**src/rtl/vga_pkg.sv**
```systemverilog
// +----------------------------------------------------------------------+
// | vga_pkg: pixel geometry, widths and shared typedefs for the VGA path |
// | rev 1.0                                                              |
// +----------------------------------------------------------------------+
`default_nettype none

package vga_pkg;

  localparam int ROW_W    = 9;
  localparam int COL_W    = 10;
  localparam int DATA_W   = 12;
  localparam int H_ACTIVE = 640;
  localparam int V_ACTIVE = 480;

  typedef logic [DATA_W-1:0]      pixel_t;
  typedef logic [ROW_W+COL_W-1:0] pix_addr_t;

  typedef enum logic [0:0] {
    ST_IDLE  = 1'b0,
    ST_CLEAR = 1'b1
  } arb_state_e;

endpackage

`default_nettype wire

```
**src/rtl/vram_arbiter_sync_fifo.sv**
```systemverilog
// +----------------------------------------------------------------------+
// | sync_fifo: single-clock FIFO with combinational head and full/empty  |
// | rev 1.0                                                              |
// +----------------------------------------------------------------------+
`default_nettype none

module sync_fifo #(
  parameter int WIDTH = 31,
  parameter int DEPTH = 4
) (
  input  logic             clk,
  input  logic             rst_n,
  input  logic             push,
  input  logic [WIDTH-1:0] wdata,
  input  logic             pop,
  output logic [WIDTH-1:0] rdata,
  output logic             full,
  output logic             empty
);

  localparam int PTR_W = $clog2(DEPTH);

  // Pointers carry one extra wrap bit to tell full from empty.
  logic [PTR_W:0]   wr_ptr_q, wr_ptr_d;
  logic [PTR_W:0]   rd_ptr_q, rd_ptr_d;
  logic [WIDTH-1:0] mem_q [DEPTH];

  assign empty = (wr_ptr_q == rd_ptr_q);
  assign full  = (wr_ptr_q[PTR_W] != rd_ptr_q[PTR_W]) &&
                 (wr_ptr_q[PTR_W-1:0] == rd_ptr_q[PTR_W-1:0]);
  assign rdata = mem_q[rd_ptr_q[PTR_W-1:0]];

  always_comb begin
    wr_ptr_d = wr_ptr_q;
    rd_ptr_d = rd_ptr_q;
    if (push && !full)  wr_ptr_d = wr_ptr_q + (PTR_W+1)'(1);
    if (pop  && !empty) rd_ptr_d = rd_ptr_q + (PTR_W+1)'(1);
  end

  always_ff @(posedge clk) begin
    if (!rst_n) begin
      wr_ptr_q <= '0;
      rd_ptr_q <= '0;
    end else begin
      wr_ptr_q <= wr_ptr_d;
      rd_ptr_q <= rd_ptr_d;
    end
  end

  always_ff @(posedge clk) begin
    if (push && !full) mem_q[wr_ptr_q[PTR_W-1:0]] <= wdata;
  end

endmodule

`default_nettype wire

```
**src/rtl/vram_arbiter.sv**
```systemverilog
// +----------------------------------------------------------------------+
// | vram_arbiter: shares pixel RAM between VGA reads, writer and clear   |
// | rev 1.0                                                              |
// +----------------------------------------------------------------------+
`default_nettype none

module vram_arbiter
  import vga_pkg::*;
#(
  parameter int ROW_W      = vga_pkg::ROW_W,
  parameter int COL_W      = vga_pkg::COL_W,
  parameter int DATA_W     = vga_pkg::DATA_W,
  parameter int FIFO_DEPTH = 4,
  parameter int H_ACTIVE   = vga_pkg::H_ACTIVE,
  parameter int V_ACTIVE   = vga_pkg::V_ACTIVE
) (
  input  logic                   clk,
  input  logic                   rst_n,
  input  logic                   vga_rdn,
  input  logic [ROW_W-1:0]       vga_row,
  input  logic [COL_W-1:0]       vga_col,
  output logic [DATA_W-1:0]      vga_dout,
  input  logic                   wr_valid,
  output logic                   wr_ready,
  input  logic [ROW_W-1:0]       wr_row,
  input  logic [COL_W-1:0]       wr_col,
  input  logic [DATA_W-1:0]      wr_data,
  input  logic                   clr_req,
  input  logic [DATA_W-1:0]      clr_color,
  output logic                   clr_busy,
  output logic                   clr_done,
  output logic [ROW_W+COL_W-1:0] ram_addr,
  output logic                   ram_we,
  output logic [DATA_W-1:0]      ram_wdata,
  input  logic [DATA_W-1:0]      ram_rdata
);

  localparam int ADDR_W  = ROW_W + COL_W;
  localparam int ENTRY_W = ADDR_W + DATA_W;

  logic               fifo_push, fifo_pop, fifo_full, fifo_empty;
  logic [ENTRY_W-1:0] fifo_head;
  logic [ROW_W-1:0]   head_row;
  logic [COL_W-1:0]   head_col;
  logic [DATA_W-1:0]  head_data;
  logic               head_in_range;

  arb_state_e         state_q, state_d;
  logic [ROW_W-1:0]   crow_q, crow_d;
  logic [COL_W-1:0]   ccol_q, ccol_d;
  logic [DATA_W-1:0]  color_q, color_d;
  logic               busy_q, busy_d;
  logic               done_q, done_d;
  logic               rd_slot_q, rd_slot_d;
  logic [DATA_W-1:0]  dout_q, dout_d;
  logic [ADDR_W-1:0]  addr_q, addr_d;
  logic [DATA_W-1:0]  wdata_q, wdata_d;

  assign wr_ready  = !fifo_full;
  assign fifo_push = wr_valid && !fifo_full;

  sync_fifo #(
    .WIDTH (ENTRY_W),
    .DEPTH (FIFO_DEPTH)
  ) u_fifo (
    .clk   (clk),
    .rst_n (rst_n),
    .push  (fifo_push),
    .wdata ({wr_row, wr_col, wr_data}),
    .pop   (fifo_pop),
    .rdata (fifo_head),
    .full  (fifo_full),
    .empty (fifo_empty)
  );

  assign head_row      = fifo_head[ENTRY_W-1 -: ROW_W];
  assign head_col      = fifo_head[DATA_W +: COL_W];
  assign head_data     = fifo_head[DATA_W-1:0];
  assign head_in_range = (head_col < COL_W'(H_ACTIVE)) && (head_row < ROW_W'(V_ACTIVE));

  always_comb begin
    state_d   = state_q;
    crow_d    = crow_q;
    ccol_d    = ccol_q;
    color_d   = color_q;
    done_d    = 1'b0;
    rd_slot_d = 1'b0;
    fifo_pop  = 1'b0;
    ram_we    = 1'b0;
    ram_addr  = addr_q;
    ram_wdata = wdata_q;

    if (!vga_rdn) begin
      ram_addr  = {vga_row, vga_col};
      rd_slot_d = 1'b1;
    end else if (state_q == ST_CLEAR) begin
      ram_addr  = {crow_q, ccol_q};
      ram_we    = 1'b1;
      ram_wdata = color_q;
      if (ccol_q == COL_W'(H_ACTIVE-1)) begin
        ccol_d = '0;
        if (crow_q == ROW_W'(V_ACTIVE-1)) begin
          state_d = ST_IDLE;
          done_d  = 1'b1;
        end else begin
          crow_d = crow_q + ROW_W'(1);
        end
      end else begin
        ccol_d = ccol_q + COL_W'(1);
      end
    end else if (!fifo_empty) begin
      fifo_pop = 1'b1;
      if (head_in_range) begin
        ram_we    = 1'b1;
        ram_addr  = {head_row, head_col};
        ram_wdata = head_data;
      end
    end

    if (state_q == ST_IDLE && clr_req) begin
      state_d = ST_CLEAR;
      color_d = clr_color;
      crow_d  = '0;
      ccol_d  = '0;
    end
    busy_d = (state_d == ST_CLEAR);

    // Keep the RAM port quiet and at address 0 while held in reset.
    if (!rst_n) begin
      fifo_pop  = 1'b0;
      ram_we    = 1'b0;
      ram_addr  = '0;
      ram_wdata = '0;
    end

    addr_d  = ram_addr;
    wdata_d = ram_wdata;
    dout_d  = rd_slot_q ? ram_rdata : dout_q;
  end

  always_ff @(posedge clk) begin
    if (!rst_n) begin
      state_q   <= ST_IDLE;
      crow_q    <= '0;
      ccol_q    <= '0;
      color_q   <= '0;
      busy_q    <= 1'b0;
      done_q    <= 1'b0;
      rd_slot_q <= 1'b0;
      dout_q    <= '0;
      addr_q    <= '0;
      wdata_q   <= '0;
    end else begin
      state_q   <= state_d;
      crow_q    <= crow_d;
      ccol_q    <= ccol_d;
      color_q   <= color_d;
      busy_q    <= busy_d;
      done_q    <= done_d;
      rd_slot_q <= rd_slot_d;
      dout_q    <= dout_d;
      addr_q    <= addr_d;
      wdata_q   <= wdata_d;
    end
  end

  assign clr_busy = busy_q;
  assign clr_done = done_q;
  assign vga_dout = dout_q;

endmodule

`default_nettype wire
```
**config.mk**
```make
export PLATFORM = sky130hd
export DESIGN_NAME = vram_arbiter
export DESIGN_NICKNAME = d
export VERILOG_FILES = /design/src/rtl/vga_pkg.sv /design/src/rtl/vram_arbiter_sync_fifo.sv /design/src/rtl/vram_arbiter.sv
export SDC_FILE = /design/constraint.sdc
export NUM_CORES = 1
export LEC_CHECK = 0
export ABC_AREA = 1
export BUFFER_PORTS_ARGS = -buffer_cell sky130_fd_sc_hd__buf_4
export CORE_ASPECT_RATIO = 1.4
export CORE_UTILIZATION = 40
export CTS_CLUSTER_SIZE = 14
export DETAILED_ROUTE_END_ITERATION = 6
export PLACE_DENSITY = 0.66
export SLEW_MARGIN = 0
export SYNTH_ARGS = -nofsm -noshare
export SYNTH_HDL_FRONTEND = slang
export SYNTH_SLANG_ARGS = --single-unit
```
**constraint.sdc**
```tcl
create_clock -name clk -period 2.77 [get_ports clk]
set_input_delay 0.277 -clock clk [delete_from_list [all_inputs] [get_ports clk]]
set_output_delay 0.277 -clock clk [all_outputs]
set_load 0.05 [all_outputs]
```
==> flow_summary.yaml <==
run_status:
  status: "finished clean"
routing:
  detailedRoute.firstIterationViolations: 410
  drc: 0
  vias_per_cell: 4.91
  wl_per_cell_um: 14.8
  drtAntennaViolNets: 0
  routed_wl_um: 21500
  first_pass_iters: 5
  vias: 7118
clock_network:
  cts_buffers: 21
  clk_latency_ps: 510
  cts_tree: "done"
  cts_buffer_depth: 3
  cts_sinks: 209
  path_clk_slew_ps: 60
  root_buffer: "clkbuf_16"
  htree_levels: 1
floorplanning:
  fp.dieArea_mm2: 0.0228
  rows: 64
  initial_core_util_pct: 40.7
  core_area_mm2: 0.0219
  die_h_um: 178
  die_w_um: 128
  num_io_pins: 126
critical_path:
  critical-path-max-stage-delay_ps: 400
  arrival_ps: 2340
  crit_slowest_cell: "dfxtp_4"
  startpoint_type: "flop"
  crit_chain: "buf_4 -> clkbuf_16 -> o21ai_0 -> o21ai_0 -> nand4_1 -> nand3_1 -> nand2_1 -> nand2_1 -> buf_4"
  worstSetupPathType: "reg -> out"
  rrSetupSlack_ps: 750
  worstPathMaxFanout: 15
  required_ps: 2490
  endpoint_kind: "primary output"
synth:
  synth_top_area_share_pct: 41.9
  synthCells: 968
  synth_common_cells: "217 x nand2_1, 174 x nor2_1, 124 x edfxtp_1"
  syn_nets: 1054
  synth_edf_count: 124
  synth_top_family_by_area: "simple AND/OR/NAND/NOR gates"
  synth_most_common_cell: "nand2_1"
  yosys-top-cells-area: "edfxtp_1 42%, dfxtp_1 19%, nand2_1 9.2%, nor2_1 7.3%, o21ai_0 4.3%"
  avgSynthCellArea_um2: 9.19
  synthSimpleGateAreaFrac_pct: 23.8
  netlist_area_mm2: 0.00890
  synthArstFlopShare_pct: 0
  ys_warn_count: 0
  synthMuxAreaShare_pct: 0
  ys_ff_latch: 209
  synth_xor_area_share_pct: 1.18
  synth_compound_area_share_pct: 8.27
  synthAdderAreaFrac_pct: 0.985
  synth_area_leader_cell: "edfxtp_1"
  synth_cell_types: 28
  yosysSeqAreaShare_pct: 61.0
  ys_dominant_reg_cell: "edfxtp_1"
timing:
  period_minus_slack_ps: 2610
  drv_slew: 0
  skew_ps: 18.5
  clock.fmax_mhz: 382
  hold_viol_final: 0
  fin_hold_ws_ps: 6.09
  setup_viol: 0
  slew_headroom_pct: 62.7
  post-route-period-util_pct: 94.4
  tightestPinTransition_ps: 558
grt:
  met3_usage_pct: 2.64
  grt_pass1_vias: 6559
  met1_usage_pct: 22.6
  grt-busiest-layer: "met2"
  grt_max_degree: 63
  grt-ovfl-total: 0
  grt_pass1_wl_um: 32600
  grt.total_usage_pct: 18.2
  antenna_found_initial: 0
  grtUsageMet2_pct: 31.9
placed_design:
  dp_cells: 1355
  place_congestion: 0.853
  hpwl_um: 13800
  io_buffers: 125
layout:
  fill_cells: 1972
  antennaDiodeCount: 0
  nets: 1226
  instances_no_fill: 1451
  multiInputGateArea_mm2: 0.00307
  ff_latch_area_mm2: 0.00543
  drive_gt1_share_pct: 18.0
  area_growth_pct: 29.0
min_path:
  hold_path.class: "in -> reg"
power_and_ir_drop:
  power_density_mw_per_mm2: 649
  irDropWorstVdd_mv: 0.364
  p_leak_nw: 4.72
flow_run:
  cap_violations: 0
[layout by cell type, fill, tap and decap left out, drive strengths merged, types with 34 or more instances in the layout]
cell / count
dlygate4sd3: 54
nand3: 53
edfxtp: 124
nand2: 227
inv: 40
nand4: 34
buf: 143
dfxtp: 85
a21oi: 36
o21ai: 111
nor2: 176
[power by group]
group / switching, W / internal, W / total, W
sequential: 0.0000526 / 0.00345 / 0.00350
clock: 0.00115 / 0.00163 / 0.00278
combinational: 0.000747 / 0.000421 / 0.00117
total: 0.00194 / 0.00550 / 0.00745
[cell families (layout without fill, tap and decap cells)]
kind of cell    count (synthesis)  count (layout)
simple gates                  502             502
fa+ha+maj                       7               7
buf+inv                        91             277
xor+xnor                       12              12
compound gates                147             147
flops                         209             209
[state kept, by name, summed over array words and instances, names as in the netlist, 3 cells and up, named ones only]
name and flops:
u_fifo.mem_q 124, u_fifo.wr_ptr_q 3, ccol_q 10, color_q 12
wdata_q 12, vga_dout 12, u_fifo.rd_ptr_q 3, crow_q 9
addr_q 19
[timing repair]
action,CTS,global route
endpoints found under the hold margin,147,0
hold buffers,54,0
setup endpoints to repair,22,31
resized for setup,3,15
buffers inserted,0,1
cloned,0,4
[critical path: cells and delay by family (launching register included)]
kind | cells | cell delay [ps]
buf+inv | 3 | 580
simple gates | 4 | 420
flops | 1 | 400
compound gates | 2 | 440
[metal layers]
metal / wire length (um) / vias to the layer above
li1: - / 3602
met1: 9320 / 3291
met2: 10600 / 185
met3: 995 / 40
met4: 578 / 0
met5: 0 / -
[final cells by class]
class | instances | share of cell area (%)
inverters | 39 | 1.41
repair inverters | 1 | 0.0763
repair buffers | 200 | 15.3
well taps | 297 | 3.24
flip-flops and latches | 209 | 47.3
multi-input cells | 668 | 26.8
clock buffers | 25 | 4.88
clock inverters | 12 | 1.02
[per-stage QoR]
step / area [um^2] / total power [W] / worst slack [ps] / util (%) / setup TNS (ps)
CTS: 11300 / 0.00745 / 11.0 / 51.8 / 0
finish: 11500 / 0.00745 / 155 / 52.5 / 0
global route: 11500 / 0.00774 / -5.30 / 52.5 / -5.30
global placement: 10100 / 0.00461 / 505 / 46.2 / 0
detailed placement: 10100 / 0.00462 / 464 / 46.2 / 0
floorplan: 8900 / 0.00425 / -190 / - / -17650
[worst paths after layout]
path | startpoint | end | cells past startpoint
setup / recovery | flop | ram_addr[10] | 9
hold / removal | vga_col[8] | addr_q[8] | 3
setup reg to reg | u_fifo.wr_ptr_q[1] | u_fifo.mem_q[3][23] | 5
hold reg to reg | wdata_q[4] | wdata_q[4] | 2
Power figures use the tool's default switching activity.
